$ cat config.mk
export PLATFORM = sky130hd
export DESIGN_NAME = fetch_unit_flat
export DESIGN_NICKNAME = d
export VERILOG_FILES = /design/src/rtl/fetch_unit_if.sv /design/src/rtl/fetch_unit.sv /design/src/flat_wrapper.sv
export SDC_FILE = /design/constraint.sdc
export NUM_CORES = 1
export LEC_CHECK = 0
export BUFFER_PORTS_ARGS = -buffer_cell sky130_fd_sc_hd__buf_2
export CAP_MARGIN = 20
export CORE_UTILIZATION = 35
export DETAILED_ROUTE_END_ITERATION = 10
export PLACE_DENSITY = 0.53
export SETUP_SLACK_MARGIN = 0.5
export SKIP_CTS_REPAIR_TIMING = 1
export SLEW_MARGIN = 5
export SYNTH_ARGS = -nofsm -noshare
export SYNTH_HDL_FRONTEND = slang
export SYNTH_SLANG_ARGS = --single-unit
$ cat constraint.sdc
create_clock -name clk -period 3.81 [get_ports clk]
set_clock_uncertainty 0.1 [all_clocks]
set_input_delay 0.1905 -clock clk [delete_from_list [all_inputs] [get_ports clk]]
set_output_delay 0.1905 -clock clk [all_outputs]
set_load 0.03 [all_outputs]
$ cat src/rtl/fetch_unit_if.sv
// Fetch unit bus bundle: instruction-memory request/response, redirect and decode handoff.
interface fetch_unit_if #(
  parameter int unsigned WIDTH = 32,
  parameter int unsigned IADDR = 10
);
  logic             imem_req_valid;
  logic             imem_req_ready;
  logic [IADDR-1:0] imem_req_addr;
  logic             imem_rsp_valid;
  logic [WIDTH-1:0] imem_rsp_data;
  logic             redirect_valid;
  logic [WIDTH-1:0] redirect_pc;
  logic             dec_valid;
  logic             dec_ready;
  logic [WIDTH-1:0] dec_instr;
  logic [WIDTH-1:0] dec_pc;

  modport master (
    output imem_req_valid, imem_req_addr, dec_valid, dec_instr, dec_pc,
    input  imem_req_ready, imem_rsp_valid, imem_rsp_data, redirect_valid, redirect_pc, dec_ready
  );

  modport slave (
    input  imem_req_valid, imem_req_addr, dec_valid, dec_instr, dec_pc,
    output imem_req_ready, imem_rsp_valid, imem_rsp_data, redirect_valid, redirect_pc, dec_ready
  );
endinterface

$ cat src/rtl/fetch_unit.sv
// Decoupled instruction fetch: credit-limited pipelined imem requests, DEPTH-entry word buffer,
// redirect flush with stale-response dropping. Optional perf counters under `FETCH_PERF_EN.
module fetch_unit #(
  parameter int unsigned WIDTH = 32,
  parameter int unsigned IADDR = 10,
  parameter int unsigned DEPTH = 4
) (
  input  logic             clk,
  input  logic             reset,
  input  logic [WIDTH-1:0] init_pc,
  fetch_unit_if.master     bus,
  output logic [31:0]      perf_stall_cnt,
  output logic [31:0]      perf_redirect_cnt
);
  localparam int unsigned CW = $clog2(DEPTH + 1);
  localparam int unsigned PW = $clog2(DEPTH);

  logic [WIDTH-1:0] pc;
  logic [WIDTH-1:0] rsp_pc;
  logic [WIDTH-1:0] buf_instr [DEPTH];
  logic [WIDTH-1:0] buf_pc    [DEPTH];
  logic [PW-1:0]    rd_ptr;
  logic [PW-1:0]    wr_ptr;
  logic [CW-1:0]    count;
  logic [CW-1:0]    inflight;
  logic [CW-1:0]    drop;
  logic [CW-1:0]    inflight_next;
  logic [CW:0]      occupancy;
  logic             redirect;
  logic             req_fire;
  logic             push;
  logic             pop;

  always_comb begin
    redirect           = bus.redirect_valid;
    occupancy          = {1'b0, inflight} + {1'b0, count};
    bus.imem_req_valid = !reset && !redirect && (occupancy < (CW+1)'(DEPTH));
    bus.imem_req_addr  = pc[IADDR-1:0];
    req_fire           = bus.imem_req_valid && bus.imem_req_ready;
    push               = bus.imem_rsp_valid && (drop == '0) && !redirect;
    pop                = (count != '0) && bus.dec_ready && !redirect;
    inflight_next      = inflight + CW'(req_fire) - CW'(bus.imem_rsp_valid);
    bus.dec_valid      = (count != '0);
    bus.dec_instr      = buf_instr[rd_ptr];
    bus.dec_pc         = buf_pc[rd_ptr];
  end

  always_ff @(posedge clk) begin
    if (reset) begin
      pc       <= init_pc & ~WIDTH'(3);
      rsp_pc   <= init_pc & ~WIDTH'(3);
      rd_ptr   <= '0;
      wr_ptr   <= '0;
      count    <= '0;
      inflight <= '0;
      drop     <= '0;
    end else begin
      inflight <= inflight_next;
      if (redirect) begin
        pc     <= bus.redirect_pc & ~WIDTH'(3);
        rsp_pc <= bus.redirect_pc & ~WIDTH'(3);
        rd_ptr <= '0;
        wr_ptr <= '0;
        count  <= '0;
        // Every outstanding response is stale now, including ones an earlier redirect already doomed.
        drop   <= inflight_next;
      end else begin
        if (req_fire)
          pc <= pc + WIDTH'(4);
        if (bus.imem_rsp_valid && (drop != '0))
          drop <= drop - 1'b1;
        if (push) begin
          rsp_pc <= rsp_pc + WIDTH'(4);
          wr_ptr <= wr_ptr + 1'b1;
        end
        if (pop)
          rd_ptr <= rd_ptr + 1'b1;
        count <= count + CW'(push) - CW'(pop);
        assert (!(push && !pop && (count == CW'(DEPTH))));
      end
    end
  end

  always_ff @(posedge clk) begin
    if (!reset && push) begin
      buf_instr[wr_ptr] <= bus.imem_rsp_data;
      buf_pc[wr_ptr]    <= rsp_pc;
    end
  end

`ifdef FETCH_PERF_EN
  logic [31:0] stall_q;
  logic [31:0] redir_q;

  always_ff @(posedge clk) begin
    if (reset) begin
      stall_q <= '0;
      redir_q <= '0;
    end else begin
      if (bus.dec_ready && (count == '0) && !redirect && (stall_q != '1))
        stall_q <= stall_q + 32'd1;
      if (redirect && (redir_q != '1))
        redir_q <= redir_q + 32'd1;
    end
  end

  assign perf_stall_cnt    = stall_q;
  assign perf_redirect_cnt = redir_q;
`else
  assign perf_stall_cnt    = '0;
  assign perf_redirect_cnt = '0;
`endif

endmodule

$ cat src/flat_wrapper.sv
// flat-port wrapper written by rule: the top's interface ports become plain ports
module fetch_unit_flat 
#(
  parameter int unsigned WIDTH = 32,
  parameter int unsigned IADDR = 10,
  parameter int unsigned DEPTH = 4
)
  (clk, reset, init_pc, perf_stall_cnt, perf_redirect_cnt, bus_imem_req_valid, bus_imem_req_addr, bus_dec_valid, bus_dec_instr, bus_dec_pc, bus_imem_req_ready, bus_imem_rsp_valid, bus_imem_rsp_data, bus_redirect_valid, bus_redirect_pc, bus_dec_ready);
  fetch_unit_if #(.WIDTH(WIDTH), .IADDR(IADDR)) bus_i ();
  input  logic clk;
  input  logic reset;
  input  logic [WIDTH-1:0] init_pc;
  output logic [31:0] perf_stall_cnt;
  output logic [31:0] perf_redirect_cnt;
  output wire logic [$bits(bus_i.imem_req_valid)-1:0] bus_imem_req_valid;
  output wire logic [$bits(bus_i.imem_req_addr)-1:0] bus_imem_req_addr;
  output wire logic [$bits(bus_i.dec_valid)-1:0] bus_dec_valid;
  output wire logic [$bits(bus_i.dec_instr)-1:0] bus_dec_instr;
  output wire logic [$bits(bus_i.dec_pc)-1:0] bus_dec_pc;
  input wire logic [$bits(bus_i.imem_req_ready)-1:0] bus_imem_req_ready;
  input wire logic [$bits(bus_i.imem_rsp_valid)-1:0] bus_imem_rsp_valid;
  input wire logic [$bits(bus_i.imem_rsp_data)-1:0] bus_imem_rsp_data;
  input wire logic [$bits(bus_i.redirect_valid)-1:0] bus_redirect_valid;
  input wire logic [$bits(bus_i.redirect_pc)-1:0] bus_redirect_pc;
  input wire logic [$bits(bus_i.dec_ready)-1:0] bus_dec_ready;
  assign bus_imem_req_valid = bus_i.imem_req_valid;
  assign bus_imem_req_addr = bus_i.imem_req_addr;
  assign bus_dec_valid = bus_i.dec_valid;
  assign bus_dec_instr = bus_i.dec_instr;
  assign bus_dec_pc = bus_i.dec_pc;
  assign bus_i.imem_req_ready = bus_imem_req_ready;
  assign bus_i.imem_rsp_valid = bus_imem_rsp_valid;
  assign bus_i.imem_rsp_data = bus_imem_rsp_data;
  assign bus_i.redirect_valid = bus_redirect_valid;
  assign bus_i.redirect_pc = bus_redirect_pc;
  assign bus_i.dec_ready = bus_dec_ready;
  fetch_unit #(.WIDTH(WIDTH), .IADDR(IADDR), .DEPTH(DEPTH)) u_core (.clk(clk), .reset(reset), .init_pc(init_pc), .bus(bus_i), .perf_stall_cnt(perf_stall_cnt), .perf_redirect_cnt(perf_redirect_cnt));
endmodule
# Word level (Yosys, flattened, before mapping)

Memory sizes are Yosys's and may differ from the RTL's. A register that Yosys moved wholly into a read port is not among the register bits.
Index checks and enable logic that the tools add are counted.

Magnitude comparators: 1
Reduce and logical (&&, ||, !) cells: 18
Shift-type cells: 0
Multiply operators: 0
Add/subtract/negate cells: 10
Bitwise operators: 0
Mux-type cells: 14
Equality and inequality tests: 0
Divide/modulo/power cells: 0

Operator list:

| cell                                                                  | count |
|---|---|
| 32-bit 2-to-1 mux                                                     | 6 |
| 32-bit by 3-bit adder with 32-bit output (second input constant)      | 2 |
| 3-bit nonzero test                                                    | 4 |
| 1-bit logical AND                                                     | 9 |
| 2-bit 2-to-1 mux                                                      | 4 |
| 3-bit by 1-bit adder with 3-bit output                                | 2 |
| 3-bit 2-to-1 mux                                                      | 2 |
| 3-bit by 1-bit subtractor with 3-bit output                           | 2 |
| 2-bit by 1-bit adder with 2-bit output (second input constant)        | 2 |
| 3-bit by 3-bit adder with 4-bit output                                | 1 |
| 4-bit by 3-bit < comparator with 1-bit output (second input constant) | 1 |
| 3-bit zero test                                                       | 1 |
| 3-bit by 1-bit subtractor with 3-bit output (second input constant)   | 1 |
| 1-bit zero test                                                       | 2 |
| 1-bit 2-to-1 mux                                                      | 2 |
| 2-bit nonzero test                                                    | 1 |
| 2-bit OR reduction                                                    | 1 |

Bits in read-only memories: 0
Bits in latches: 0
Logic and storage cells: 54
Register bits after elaboration: 77
Bits of input ports: 102
Memory bits (writable): 256
Output and inout bits: 140
Memories: 2

Memories:

| name             | depth | width | read ports | clocked after memory_dff | write ports | line             | RTL |
|---|---|---|---|---|---|---|---|
| u_core.buf_instr | 4     | 32    | 1          | 1                        | 1           | fetch_unit.sv:20 | `logic [WIDTH-1:0] buf_instr [DEPTH];` |
| u_core.buf_pc    | 4     | 32    | 1          | 1                        | 1           | fetch_unit.sv:21 | `logic [WIDTH-1:0] buf_pc [DEPTH];` |

# Depth between registers and ports, before layout

Word-level depth: 7
Gate-level depth with buffers: 12
Mapped depth without buffers: 10

# Worst setup path before layout

OpenSTA, ideal clock, no wires.

Kind: in2reg
Start: in reset
End: mem u_core.buf_instr[0][0] (enable)
Setup slack: 877 ps
Cell stages on the path: 5
Buffers on the path: 2
Required time: 3283 ps
Arrival: 2406 ps
Path through: buf_2 or2_2 clkbuf_1 nor2_1 and2_1

Word-level cells in the longest chain between the ends: 4

Ends and longest elaborated chain:

| what                                   | line               | RTL |
|---|---|---|
| start, declared                        | flat_wrapper.sv:11 | `input logic reset;` |
| 1-bit zero test                        | fetch_unit.sv:85   | `if (!reset && push) begin` |
| 1-bit logical AND                      | fetch_unit.sv:85   |  |
| 1-bit 2-to-1 mux                       | fetch_unit.sv:85   |  |
| 1-bit 2-to-1 mux (not written as such) | fetch_unit.sv:86   | `buf_instr[wr_ptr] <= bus.imem_rsp_data;` |
| end, declared                          | fetch_unit.sv:20   |  |

Every way passes these cells.

==> flow_summary.ini <==
[synth]
synth_cell_type_count = 46
syn_inst = 728
yosysWarnings = 0
synth_edf_count = 286
netlist.area_leader.share = 0.6797
synth_top_area_cell = edfxtp_1
synth.avg_cell_area_um2 = 17.36
synth-main-ff-cell = edfxtp_1
seq_area_frac_synth = 0.7034
synth_area_leaders = edfxtp_1 68%, mux4_2 11%, buf_4 4.0%, dfxtp_1 2.4%, xnor2_1 1.9%
synth_area_um2 = 12640
yosys_register_bits = 301
async_flop_share = 0

[floorplan]
core-area_um2 = 35570
start_util = 0.3552
fp.dieW_um = 192.0
fp.dieH_um = 192.0
die_area_um2 = 36870
rows = 69
ios = 242

[placement]
placed_area_um2 = 13860
port_buffers = 169
place_ws_ns = 1.351
dp_hpwl_um = 16350
gp_congestion = 0.7499

[sta]
worstMarginPinSlew_ns = 1.030
finalHoldViolCount = 6
tns_ns = 0
finalCritPeriodShare = 0.6579
min_period_ns = 2.507
worst_slack_ns = 1.303
finalSetupViolCount = 0
finalMaxSlewViolations = 0
fmax_mhz = 398.9
rsz0062_at_grt = no
slew_headroom = 0.3133
hold_slack_ns = -0.04582

[clocking]
clkSinkCount = 301
tritoncts = built
cts_buffers = 34
htree_levels = 2
cts_root_buf = clkbuf_16
insertion_delay_ns = 0.50
path_clk_slew_ns = 0.06
clockBufferDepth = 3

[route]
wl_per_cell_um = 18.52
wl_met2_um = 12770
drt_iter0_markers = 389
wl_met3_um = 1415
via_count = 6900
dr.pass1.iters = 4
wirelength_um = 27260
ant_nets = 0
wl_met1_um = 12650
top_layer = met4
avgViaCountPerCell = 4.688
drcViolationCount = 0

[finish]
final_util = 0.4395
antenna-diode-count = 0
layout.cells.most_common = edfxtp_1
syn_to_final_growth_pct = 23.70
drive_above_1_share = 0.3076
design_area_um2 = 15630
final_cell_mix = 286 x edfxtp_1, 169 x buf_2, 68 x conb_1
num-nets-final = 1103

[global_route]
overflow = 0
first_global_vias = 6866
antenna_found_initial = 0
grt_max_degree = 63
grt_pass1_wl_um = 40060
grtUsageTotal = 0.1459

[critical_path]
cp.required_ns = 3.52
critPathCaptureType = output port
startpoint_type = register
crit_arrival_ns = 2.22
critical_path_class = reg2out
crit_fanout = 62

[power]
leakage_nw = 5.501
worst_ir_drop_vdd_mv = 0.2692
powerDensity_nw_per_um2 = 505.0

[flow_run]
maxCapViolations = 0

[worst_hold_path]
hp-class = in2reg

[run_status]
violations = hold timing
status = complete, but fails checks
[path summary, 6_finish.rpt]
check                   startpoint                end  slack [ns]  depth (start not counted)
setup reg to reg   u_core.count[1]    u_core.count[2]        1.39                          9
setup / recovery          register      bus_dec_pc[2]        1.30                          2
hold reg to reg   u_core.rd_ptr[1]   u_core.rd_ptr[1]        0.43                          2
hold / removal         init_pc[30]  u_core.rsp_pc[30]       -0.05                          3
[worst max-delay path: stages (launching register included)]
cell and delay, ns:
dfxtp_4 1.02, mux4_2 0.48, buf_2 0.21
[cell families after synthesis]
| family | count (synthesis) | share of synthesized area |
|---|---|---|
| AOI/OAI and AO/OA | 73 | 0.03456 |
| buffers and inverters | 116 | 0.05595 |
| adders and majority gates | 16 | 0.01703 |
| and+or+nand+nor | 114 | 0.04634 |
| other | 1 | 0.0002968 |
| xor gates and xnor gates | 40 | 0.02773 |
| muxes | 67 | 0.1147 |
| DFF | 301 | 0.7034 |
[sequential cells by signal, summed over array words and instances, names as in the netlist, named ones only]
| signal | flops |
|---|---|
| u_core.rsp_pc | 30 |
| u_core.inflight | 3 |
| u_core.rd_ptr | 2 |
| u_core.wr_ptr | 2 |
| u_core.buf_pc | 120 |
| u_core.count | 3 |
| u_core.drop | 3 |
| u_core.pc | 8 |
| u_core.buf_instr | 128 |
[routing by layer]
metal	up-vias	GRT usage
li1	3206	-
met1	3443	0.2030
met2	214	0.2359
met3	37	0.02832
met4	0	0.03331
met5	-	0
[power by group]
part	switching, mW	internal, mW
Sequential	0.138	3.81
Combinational	0.461	0.286
Clock	1.28	1.92
[layout make-up]
type	count	area [µm²]
Fill cell	3203	19940
Sequential cell	301	8896
Multi-Input combinational cell	378	3302
Timing Repair Buffer	250	1684
Clock buffer	40	873.3
Tap cell	461	576.8
Clock inverter	22	224.0
Inverter	20	75.07
[synthesized netlist by cell type, types with 3 or more instances]
master and number:
edfxtp_1 286, buf_4 68, mux4_2 62, o21ai_0 32, nand2_1 29, xnor2_1 28, nor2_1 25, inv_1 20
a22oi_1 16, clkbuf_1 16, dfxtp_1 15, nand3_1 15, ha_1 14, xor2_1 12, nor3_1 10, a21oi_1 7
and2_1 7, buf_2 7, buf_1 4, nor4_1 4, o21ai_1 4, o22ai_1 4, a21boi_0 3, and4_1 3
mux2i_1 3, nand4_1 3, o211ai_1 3, or4_1 3
[stage by stage]
stage	instances	total power, mW
final	1472	7.893
after detailed placement	1343	4.711
after global placement	1343	4.702
after global routing	1472	8.198
after floorplan	795	4.506
after CTS	1405	7.939
Note: power is estimated with default switching activity, not from simulation.
